[src/rtl/uart_pkg.sv]
// Shared UART constants and the RX FIFO status record used by the register map.
package uart_pkg;

  localparam int unsigned UART_DATA_WIDTH     = 8;
  localparam int unsigned UART_FIFO_DEPTH     = 16;
  localparam int unsigned UART_TIMEOUT_CYCLES = 17360;

  typedef struct packed {
    logic empty;
    logic full;
    logic overflow;
    logic level_irq;
    logic timeout_irq;
  } uart_fifo_status_t;

endpackage

[src/rtl/uart_fifo_mem.sv]
// DEPTH x DATA_WIDTH register array: one synchronous write port, one async read port.
module uart_fifo_mem #(
  parameter int unsigned DEPTH      = 16,
  parameter int unsigned DATA_WIDTH = 8,
  localparam int unsigned AW        = $clog2(DEPTH)
) (
  input  logic                  clk,
  input  logic                  wr_en_i,
  input  logic [AW-1:0]         wr_addr_i,
  input  logic [DATA_WIDTH-1:0] wr_data_i,
  input  logic [AW-1:0]         rd_addr_i,
  output logic [DATA_WIDTH-1:0] rd_data_o
);

  logic [DATA_WIDTH-1:0] mem_q [DEPTH];

  always_ff @(posedge clk) begin
    if (wr_en_i) mem_q[wr_addr_i] <= wr_data_i;
  end

  assign rd_data_o = mem_q[rd_addr_i];

endmodule

[src/rtl/uart_rx_fifo.sv]
// UART receive FWFT FIFO with status flags and fill-level interrupt.
// Define UART_RX_FIFO_TIMEOUT_EN to build the idle-timeout interrupt counter.
module uart_rx_fifo
  import uart_pkg::*;
#(
  parameter int unsigned DEPTH          = UART_FIFO_DEPTH,
  parameter int unsigned DATA_WIDTH     = UART_DATA_WIDTH,
  parameter int unsigned TIMEOUT_CYCLES = UART_TIMEOUT_CYCLES,
  localparam int unsigned CW            = $clog2(DEPTH + 1)
) (
  input  logic                  clk,
  input  logic                  rst,
  input  logic                  rx_valid_i,
  input  logic [DATA_WIDTH-1:0] rx_data_i,
  input  logic                  flush_i,
  input  logic                  rd_en_i,
  output logic [DATA_WIDTH-1:0] rd_data_o,
  output logic                  empty_o,
  output logic                  full_o,
  output logic [CW-1:0]         count_o,
  input  logic [CW-1:0]         threshold_i,
  output logic                  level_irq_o,
  output logic                  overflow_o,
  input  logic                  clr_overflow_i,
  output logic                  timeout_irq_o
);

  localparam int unsigned AW = $clog2(DEPTH);

  if (DEPTH < 2 || (DEPTH & (DEPTH - 1)) != 0 || TIMEOUT_CYCLES < 2) begin : g_bad_param
    $error("uart_rx_fifo: DEPTH must be a power of two >= 2 and TIMEOUT_CYCLES >= 2");
  end

  logic              rx_valid_q, rx_valid_d;
  logic [AW-1:0]     wr_ptr_q, wr_ptr_d, rd_ptr_q, rd_ptr_d;
  logic [CW-1:0]     count_q, count_d;
  logic              overflow_q, overflow_d;
  logic              level_irq_q, level_irq_d;
  logic              push, pop, wr_en, empty, full, timeout_irq;
  logic [DATA_WIDTH-1:0] head_data;
  uart_fifo_status_t status;

  always_comb begin
    empty       = (count_q == '0);
    full        = (count_q == CW'(DEPTH));
    push        = rx_valid_i & ~rx_valid_q;
    pop         = rd_en_i & ~empty;
    // A full FIFO still accepts a byte when a pop frees the head slot the same cycle.
    wr_en       = push & ~flush_i & (~full | pop);
    rx_valid_d  = rx_valid_i;
    wr_ptr_d    = wr_ptr_q;
    rd_ptr_d    = rd_ptr_q;
    count_d     = count_q;
    overflow_d  = overflow_q;
    if (clr_overflow_i) overflow_d = 1'b0;
    if (push && full && !pop && !flush_i) overflow_d = 1'b1;
    if (flush_i) begin
      wr_ptr_d = '0;
      rd_ptr_d = '0;
      count_d  = '0;
    end else begin
      if (wr_en) wr_ptr_d = wr_ptr_q + 1'b1;
      if (pop)   rd_ptr_d = rd_ptr_q + 1'b1;
      case ({wr_en, pop})
        2'b10:   count_d = count_q + 1'b1;
        2'b01:   count_d = count_q - 1'b1;
        default: count_d = count_q;
      endcase
    end
    level_irq_d = (threshold_i != '0) && (count_q >= threshold_i);
  end

  always_ff @(posedge clk or posedge rst) begin
    if (rst) begin
      rx_valid_q  <= 1'b0;
      wr_ptr_q    <= '0;
      rd_ptr_q    <= '0;
      count_q     <= '0;
      overflow_q  <= 1'b0;
      level_irq_q <= 1'b0;
    end else begin
      rx_valid_q  <= rx_valid_d;
      wr_ptr_q    <= wr_ptr_d;
      rd_ptr_q    <= rd_ptr_d;
      count_q     <= count_d;
      overflow_q  <= overflow_d;
      level_irq_q <= level_irq_d;
    end
  end

  uart_fifo_mem #(
    .DEPTH      (DEPTH),
    .DATA_WIDTH (DATA_WIDTH)
  ) u_mem (
    .clk       (clk),
    .wr_en_i   (wr_en),
    .wr_addr_i (wr_ptr_q),
    .wr_data_i (rx_data_i),
    .rd_addr_i (rd_ptr_q),
    .rd_data_o (head_data)
  );

`ifdef UART_RX_FIFO_TIMEOUT_EN
  localparam int unsigned TW = $clog2(TIMEOUT_CYCLES);

  logic [TW-1:0] tmr_q, tmr_d;
  logic          timeout_irq_q, timeout_irq_d;

  always_comb begin
    tmr_d         = tmr_q;
    timeout_irq_d = timeout_irq_q;
    if (push || pop || flush_i || empty) tmr_d = TW'(TIMEOUT_CYCLES - 1);
    else if (tmr_q != '0)                tmr_d = tmr_q - 1'b1;
    if (push || pop || flush_i)          timeout_irq_d = 1'b0;
    else if (tmr_q == '0 && !empty)      timeout_irq_d = 1'b1;
  end

  always_ff @(posedge clk or posedge rst) begin
    if (rst) begin
      tmr_q         <= TW'(TIMEOUT_CYCLES - 1);
      timeout_irq_q <= 1'b0;
    end else begin
      tmr_q         <= tmr_d;
      timeout_irq_q <= timeout_irq_d;
    end
  end

  assign timeout_irq = timeout_irq_q;
`else
  assign timeout_irq = 1'b0;
`endif

  always_comb begin
    status.empty       = empty;
    status.full        = full;
    status.overflow    = overflow_q;
    status.level_irq   = level_irq_q;
    status.timeout_irq = timeout_irq;
  end

  assign rd_data_o     = empty ? '0 : head_data;
  assign count_o       = count_q;
  assign empty_o       = status.empty;
  assign full_o        = status.full;
  assign overflow_o    = status.overflow;
  assign level_irq_o   = status.level_irq;
  assign timeout_irq_o = status.timeout_irq;

endmodule

[config.mk]
export PLATFORM = sky130hd
export DESIGN_NAME = uart_rx_fifo
export DESIGN_NICKNAME = d
export VERILOG_FILES = /design/src/rtl/uart_pkg.sv /design/src/rtl/uart_fifo_mem.sv /design/src/rtl/uart_rx_fifo.sv
export SDC_FILE = /design/constraint.sdc
export NUM_CORES = 1
export LEC_CHECK = 0
export ABC_AREA = 0
export CAP_MARGIN = 20
export CORE_MARGIN = 1.5
export CORE_UTILIZATION = 63
export DETAILED_ROUTE_END_ITERATION = 12
export PLACE_DENSITY = 0.85
export SLEW_MARGIN = 20
export SYNTH_ARGS = -nofsm -noshare
export SYNTH_HDL_FRONTEND = slang
export SYNTH_SLANG_ARGS = --single-unit
export TNS_END_PERCENT = 20
[constraint.sdc]
create_clock -name clk -period 4.8 [get_ports clk]
set_clock_uncertainty 0.1 [all_clocks]
set_input_delay 0.48 -clock clk [delete_from_list [all_inputs] [get_ports clk]]
set_output_delay 0.48 -clock clk [all_outputs]
set_load 0.005 [all_outputs]
==> results.py, run 1 <==
metrics = {
    "run_status": {
        "status": "finished, final reports clean",
    },
    "place": {
        "gp_congestion": 0.777,
        "portBuffers": 35,
        "post_dp_cell_area_mm2": 0.00653,
        "place_hpwl_mm": 7.36,
    },
    "worst_setup_path": {
        "path_class": "flop to output port",
        "cp-start-kind": "flop",
        "reg2reg_from": "count_o[1]",
        "worst_ep_arrival_time_ns": 3.19,
        "critical_path.startpoint": "rd_ptr_q[1]",
        "worstPathMaxFanout": 21,
        "cp_data_required_time_ns": 4.22,
        "cp-end-kind": "output port",
    },
    "route": {
        "wl_met3_um": 863,
        "drt_iter0_drc": 229,
        "highest_layer": "met4",
        "met1_length_mm": 4.94,
        "wl_mm": 12.6,
        "drc_errors": 0,
        "vias": 3273,
        "drt-pass1-iter-count": 4,
        "drt-vias-per-instance": 6.32,
        "ant_nets": 0,
        "met2_length_mm": 6.57,
        "wl_per_cell_um": 24.3,
    },
    "sta": {
        "worst-slew-pin-transition_ns": 1.09,
        "drv_slew": 0,
        "relSlewSlack_pct": 27.5,
        "finalHoldViolations": 0,
        "tns_ns": 0,
        "rsz0062_at_grt": "false",
        "post-route-period-util_pct": 78.5,
        "min_period_ns": 3.77,
        "max_freq_mhz": 265,
        "setup_viol": 0,
    },
    "clock_network": {
        "clock_path_buffers": 2,
        "numCtsBuffers": 17,
        "insertion_delay_ns": 0.53,
        "cts-htree-levels": 4,
        "clk_pin_slew_ns": 0.07,
        "cts_resized": 0,
        "root_buffer": "clkbuf_8",
        "cts_tree": "built",
        "clock-sinks": 144,
        "postCtsSetupRepairBufs": 0,
        "cts_hold_buf": 0,
    },
    "cells_and_area": {
        "diodes": 0,
        "area_growth_pct": 17.6,
        "final_area_mm2": 0.00713,
        "nNetsFinal": 409,
        "drive_gt1_share_pct": 18.8,
        "fill_cells": 530,
        "final_util_pct": 76.8,
    },
    "synthesis": {
        "ys.flop_type": "edfxtp_1",
        "seq_area_frac_synth_pct": 70.0,
        "syn-num-nets": 367,
        "synthArstFlopShare_pct": 11.1,
        "synth-seq-cells": 144,
        "syn_area_per_cell_um2": 18.2,
        "synth_area_leader_cell": "edfxtp_1",
        "synth-edff-count": 128,
        "ys_warn_count": 0,
        "ys_types": 41,
        "synth_top_area_share_pct": 63.4,
        "synthCells": 334,
        "yosys-top-cells-area": "edfxtp_1 (63%), mux4_2 (12%), dfrtp_1 (6.6%)",
        "syn-cell-area_mm2": 0.00606,
    },
    "die": {
        "start_util_pct": 65.3,
        "core-area_mm2": 0.00928,
        "fp-row-count": 35,
        "pin_count": 37,
        "die_w_um": 101,
        "die_area_mm2": 0.0102,
        "die_h_um": 101,
    },
    "grt": {
        "gr-total-overflow": 0,
        "grt_start_max_net_pins": 22,
        "grt_pass1_vias": 3337,
        "grt_use_total_pct": 27.2,
        "antenna_found_initial": 0,
        "grt_pass1_wl_mm": 19.3,
    },
    "power": {
        "cell_internal_pwr_uw": 2710,
        "p_comb_share_pct": 25.3,
        "peakVddDrop_uv": 421,
        "seq_power_share_pct": 39.4,
        "p_sw_uw": 1060,
        "switching_share_pct": 28.0,
        "p_leak_uw": 0.00239,
        "p_clk_share_pct": 35.3,
        "power.total_uw": 3770,
        "power_density_mw_per_mm2": 528,
    },
    "run": {
        "drv_cap": 0,
    },
    "min_path": {
        "hold_class": "input port to async pin",
    },
}
==> Yosys cell counts (all sizes together) (2+ instances only) <==
cell / count
dfrtp: 16
o22ai: 10
nand3: 4
nor2b: 2
buf: 8
inv: 13
o21ai: 3
nor3b: 3
ha: 13
mux4: 32
nand2: 10
mux2i: 21
a21oi: 6
nor3: 2
clkbuf: 7
nand2b: 6
xnor2: 3
or3: 2
and2: 18
edfxtp: 128
nor2: 11
xor2: 2
==> cells in the final DEF (no fill, tap or decap), types with 4 or more instances in the layout <==
cell and count:
inv_1 13, a21oi_1 6, o22ai_1 10, and2_1 17, nand3_1 4, dfrtp_1 15
clkdlybuf4s50_1 35, nor2_1 11, nand2_1 10, nand2b_1 6, clkinvlp_4 5, mux4_2 32
edfxtp_1 128, ha_1 13, clkbuf_16 16, mux2i_1 21
==> registers in the layout, summed over array words and instances, names as in the netlist <==
register and cells:
wr_ptr_q 4, rx_valid_q 1, count_o 5, overflow_o 1, u_mem.mem_q 128, rd_ptr_q 4, level_irq_o 1
==> power by group through the flow <==
stage / sequential, µW / combinational [µW] / clock (µW)
3_3_place_gp: 1510 / 904 / 0
5_1_grt: 1490 / 1030 / 1390
2_1_floorplan: 1460 / 641 / 0
3_5_place_dp: 1510 / 939 / 0
4_1_cts: 1490 / 957 / 1340
6_report: 1490 / 954 / 1330
==> cell families after synthesis <==
group	count (synthesis)	synth area share, %
xor gates and xnor gates	5	0.722
and+or+nand+nor	63	5.96
buffers and inverters	28	1.92
muxes	53	15.4
AOI/OAI and AO/OA	26	2.97
DFF	144	70.0
adders and majority gates	14	3.01
other	1	0.0618
==> through the flow <==
stage          std cells  setup WS, ns  hold slack (ns)
3_3_place_gp         486          1.54            0.423
3_5_place_dp         486          1.34            0.430
5_1_grt              518         0.991            0.292
6_report             518          1.03            0.247
4_1_cts              518          1.08            0.242
2_1_floorplan        334          2.38            0.294
==> final timing paths <==
check	depth (start not counted)	end	slack, ns
setup / recovery	5	rd_data_o[4]	1.03
hold / removal	2	count_o[0]	0.25
setup reg to reg	10	count_o[4]	1.88
hold reg to reg	2	overflow_o	0.44
max in group asynchronous	2	rd_ptr_q[0]	3.90
min in group clk	1	rx_valid_q	0.35
==> per-layer routing <==
metal / global-route usage [%] / vias to the layer above
met5: 0 / -
met4: 10.4 / 0
met3: 7.14 / 21
met2: 44.7 / 169
met1: 35.6 / 1672
li1: - / 1411
==> area by class of cell <==
type	instances	area (µm²)	area share, %
clock buffers	18	418	5.86
flip-flops and latches	144	4250	59.5
repair buffers	38	373	5.23
inverters	13	48.8	0.684
well taps	129	161	2.26
clock inverters	14	183	2.56
multi-input cells	162	1700	23.9
==> worst max-delay path, stage by stage, from the launching register on <==
cell             delay (ns)
dfrtp_1                1.01
buf_4                  0.41
mux4_2                 0.39
mux2i_1                0.22
o22ai_1                0.15
clkdlybuf4s50_1        0.49
(Power assumes the default switching activity.)
==> inputs of run 2 (changes only) <==
--- a/config.mk
+++ b/config.mk
@@ -8,9 +8,9 @@
 export ABC_AREA = 0
 export CAP_MARGIN = 20
 export CORE_MARGIN = 1.5
-export CORE_UTILIZATION = 63
+export CORE_UTILIZATION = 59
 export DETAILED_ROUTE_END_ITERATION = 12
-export PLACE_DENSITY = 0.85
+export PLACE_DENSITY = 0.8
 export SLEW_MARGIN = 20
 export SYNTH_ARGS = -nofsm -noshare
 export SYNTH_HDL_FRONTEND = slang
==> constraint.sdc (replaced) <==
create_clock -name clk -period 3.95 [get_ports clk]
set_clock_uncertainty 0.1 [all_clocks]
set_input_delay 0.395 -clock clk [delete_from_list [all_inputs] [get_ports clk]]
set_output_delay 0.395 -clock clk [all_outputs]
set_load 0.005 [all_outputs]
==> results.py, run 2 (synthesis gave the netlist of run 1 again) <==
metrics = {
    "run_status": {
        "status": "finished, final reports clean",
    },
    "worst_setup_path": {
        "cp_slowest_cell": "clkdlybuf4s50_1",
        "crit_top_cell": "nand2b_1",
        "worst_ep_arrival_time_ns": 2.84,
        "r2r_setup_slack_ns": 1.12,
        "critical-path-max-stage-delay_ns": 0.48,
        "cp-end-kind": "output port",
        "cp_data_required_time_ns": 3.45,
        "cp_cell_sequence": "nor4_4 -> nand2b_1 -> nand2b_1 -> o22ai_1 -> clkdlybuf4s50_1",
        "worstPathMaxFanout": 8,
        "cp-start-kind": "flop",
        "path_class": "flop to output port",
    },
    "route": {
        "drt_iter0_drc": 264,
        "drt-vias-per-instance": 6.03,
        "wl_mm": 11.7,
        "drc_errors": 0,
        "wl_per_cell_um": 22.4,
        "vias": 3150,
        "ant_nets": 0,
        "drt-pass1-iter-count": 4,
    },
    "grt": {
        "grt_pass1_wl_mm": 18.6,
        "grt_start_max_net_pins": 33,
        "grt_pass1_vias": 3314,
        "grt_use_total_pct": 23.8,
        "gr-total-overflow": 0,
        "antenna_found_initial": 0,
    },
    "cells_and_area": {
        "area_growth_pct": 17.4,
        "final_area_mm2": 0.00712,
        "layout_commonest_cell": "edfxtp_1",
        "diodes": 0,
        "nNetsFinal": 409,
        "multi_input_comb_area_mm2": 0.00170,
        "drive_gt1_share_pct": 18.5,
        "largest_register_ffs": 128,
        "top_register": "u_mem.mem_q",
        "layout_common_cells": "edfxtp_1 (128), clkdlybuf4s50_1 (35), mux4_2 (32)",
        "ff_latch_area_mm2": 0.00425,
        "fill_cells": 589,
    },
    "die": {
        "die_area_mm2": 0.0109,
        "die_h_um": 104,
        "die_w_um": 104,
        "fp-row-count": 36,
        "pin_count": 37,
        "core-area_mm2": 0.00986,
        "start_util_pct": 61.5,
    },
    "sta": {
        "tns_ns": 0,
        "post-route-period-util_pct": 84.5,
        "drv_slew": 0,
        "worst_slack_ns": 0.612,
        "finalHoldViolations": 0,
        "min_period_ns": 3.34,
        "max_freq_mhz": 300,
        "rsz0062_at_grt": "false",
        "setup_viol": 0,
        "hold_ws_ns": 0.179,
        "relSlewSlack_pct": 30.7,
        "worst-slew-pin-transition_ns": 1.04,
    },
    "clock_network": {
        "cts_tree": "built",
        "root_buffer": "clkbuf_8",
        "cts_hold_buf": 0,
        "clock_path_buffers": 2,
        "insertion_delay_ns": 0.52,
        "postCtsSetupRepairBufs": 0,
        "clk_pin_slew_ns": 0.06,
        "cts-htree-levels": 4,
        "numCtsBuffers": 17,
        "clock-sinks": 144,
        "cts_resized": 0,
    },
    "place": {
        "post_dp_cell_area_mm2": 0.00655,
        "gp_congestion": 0.819,
        "dp_slack_ns": 0.839,
        "place_hpwl_mm": 7.21,
        "portBuffers": 35,
    },
    "power": {
        "power_density_mw_per_mm2": 627,
        "p_leak_uw": 0.00240,
        "peakVddDrop_uv": 511,
    },
    "run": {
        "drv_cap": 0,
    },
    "min_path": {
        "hold_class": "input port to async pin",
    },
}
[run 2: cell types whose count changed in the layout (fill, tap and decap cells not counted), sizes merged]
cell | before | now
inv | 17 | 18
clkinv | 2 | 6
clkinvlp | 5 | 2
clkbuf | 18 | 17
bufinv | 3 | 2
[run 2: path summary, 6_finish.rpt]
path                             from            to  cells past startpoint
max reg2reg                count_o[1]    count_o[4]                     10
min in group clk           rx_valid_i    rx_valid_q                      1
max in group asynchronous         rst   rd_ptr_q[0]                      2
max                        count_o[1]  rd_data_o[5]                      5
min reg2reg                overflow_o    overflow_o                      2
min                               rst   wr_ptr_q[0]                      2
[run 2: final cells by class]
type | instances | share of cell area (%)
sequential | 144 | 59.6
multi-input combinational | 162 | 23.9
clock buffer | 17 | 5.82
timing repair buffer | 38 | 5.41
tap | 133 | 2.34
clock inverter | 15 | 2.21
inverter | 13 | 0.685
[run 2: where the power goes]
group	internal (µW)	switching (µW)	total (µW)
registers	1700	90.0	1790
clock network	905	627	1530
logic	628	514	1140
[run 2: critical path: cells and delay by family (launching register included)]
kind,cells,cell delay [ns]
and+or+nand+nor,3,1.17
DFF,1,0.47
AOI/OAI and AO/OA,1,0.20
buffers and inverters,1,0.48
[run 2: routing by layer]
layer | global-route usage, % | vias up | share of wire (%)
met5 | 0 | - | 0
met4 | 8.13 | 0 | 1.0
met3 | 6.08 | 13 | 5.0
met2 | 39.3 | 97 | 52
met1 | 31.1 | 1631 | 41
li1 | - | 1409 | -
[run 2: through the flow]
step	std cells	power (µW)	util, %
floorplan	334	2550	-
global placement	490	2940	66.4
detailed placement	490	2970	66.4
CTS	522	4490	72.2
global route	522	4660	72.2
finish	522	4460	72.2
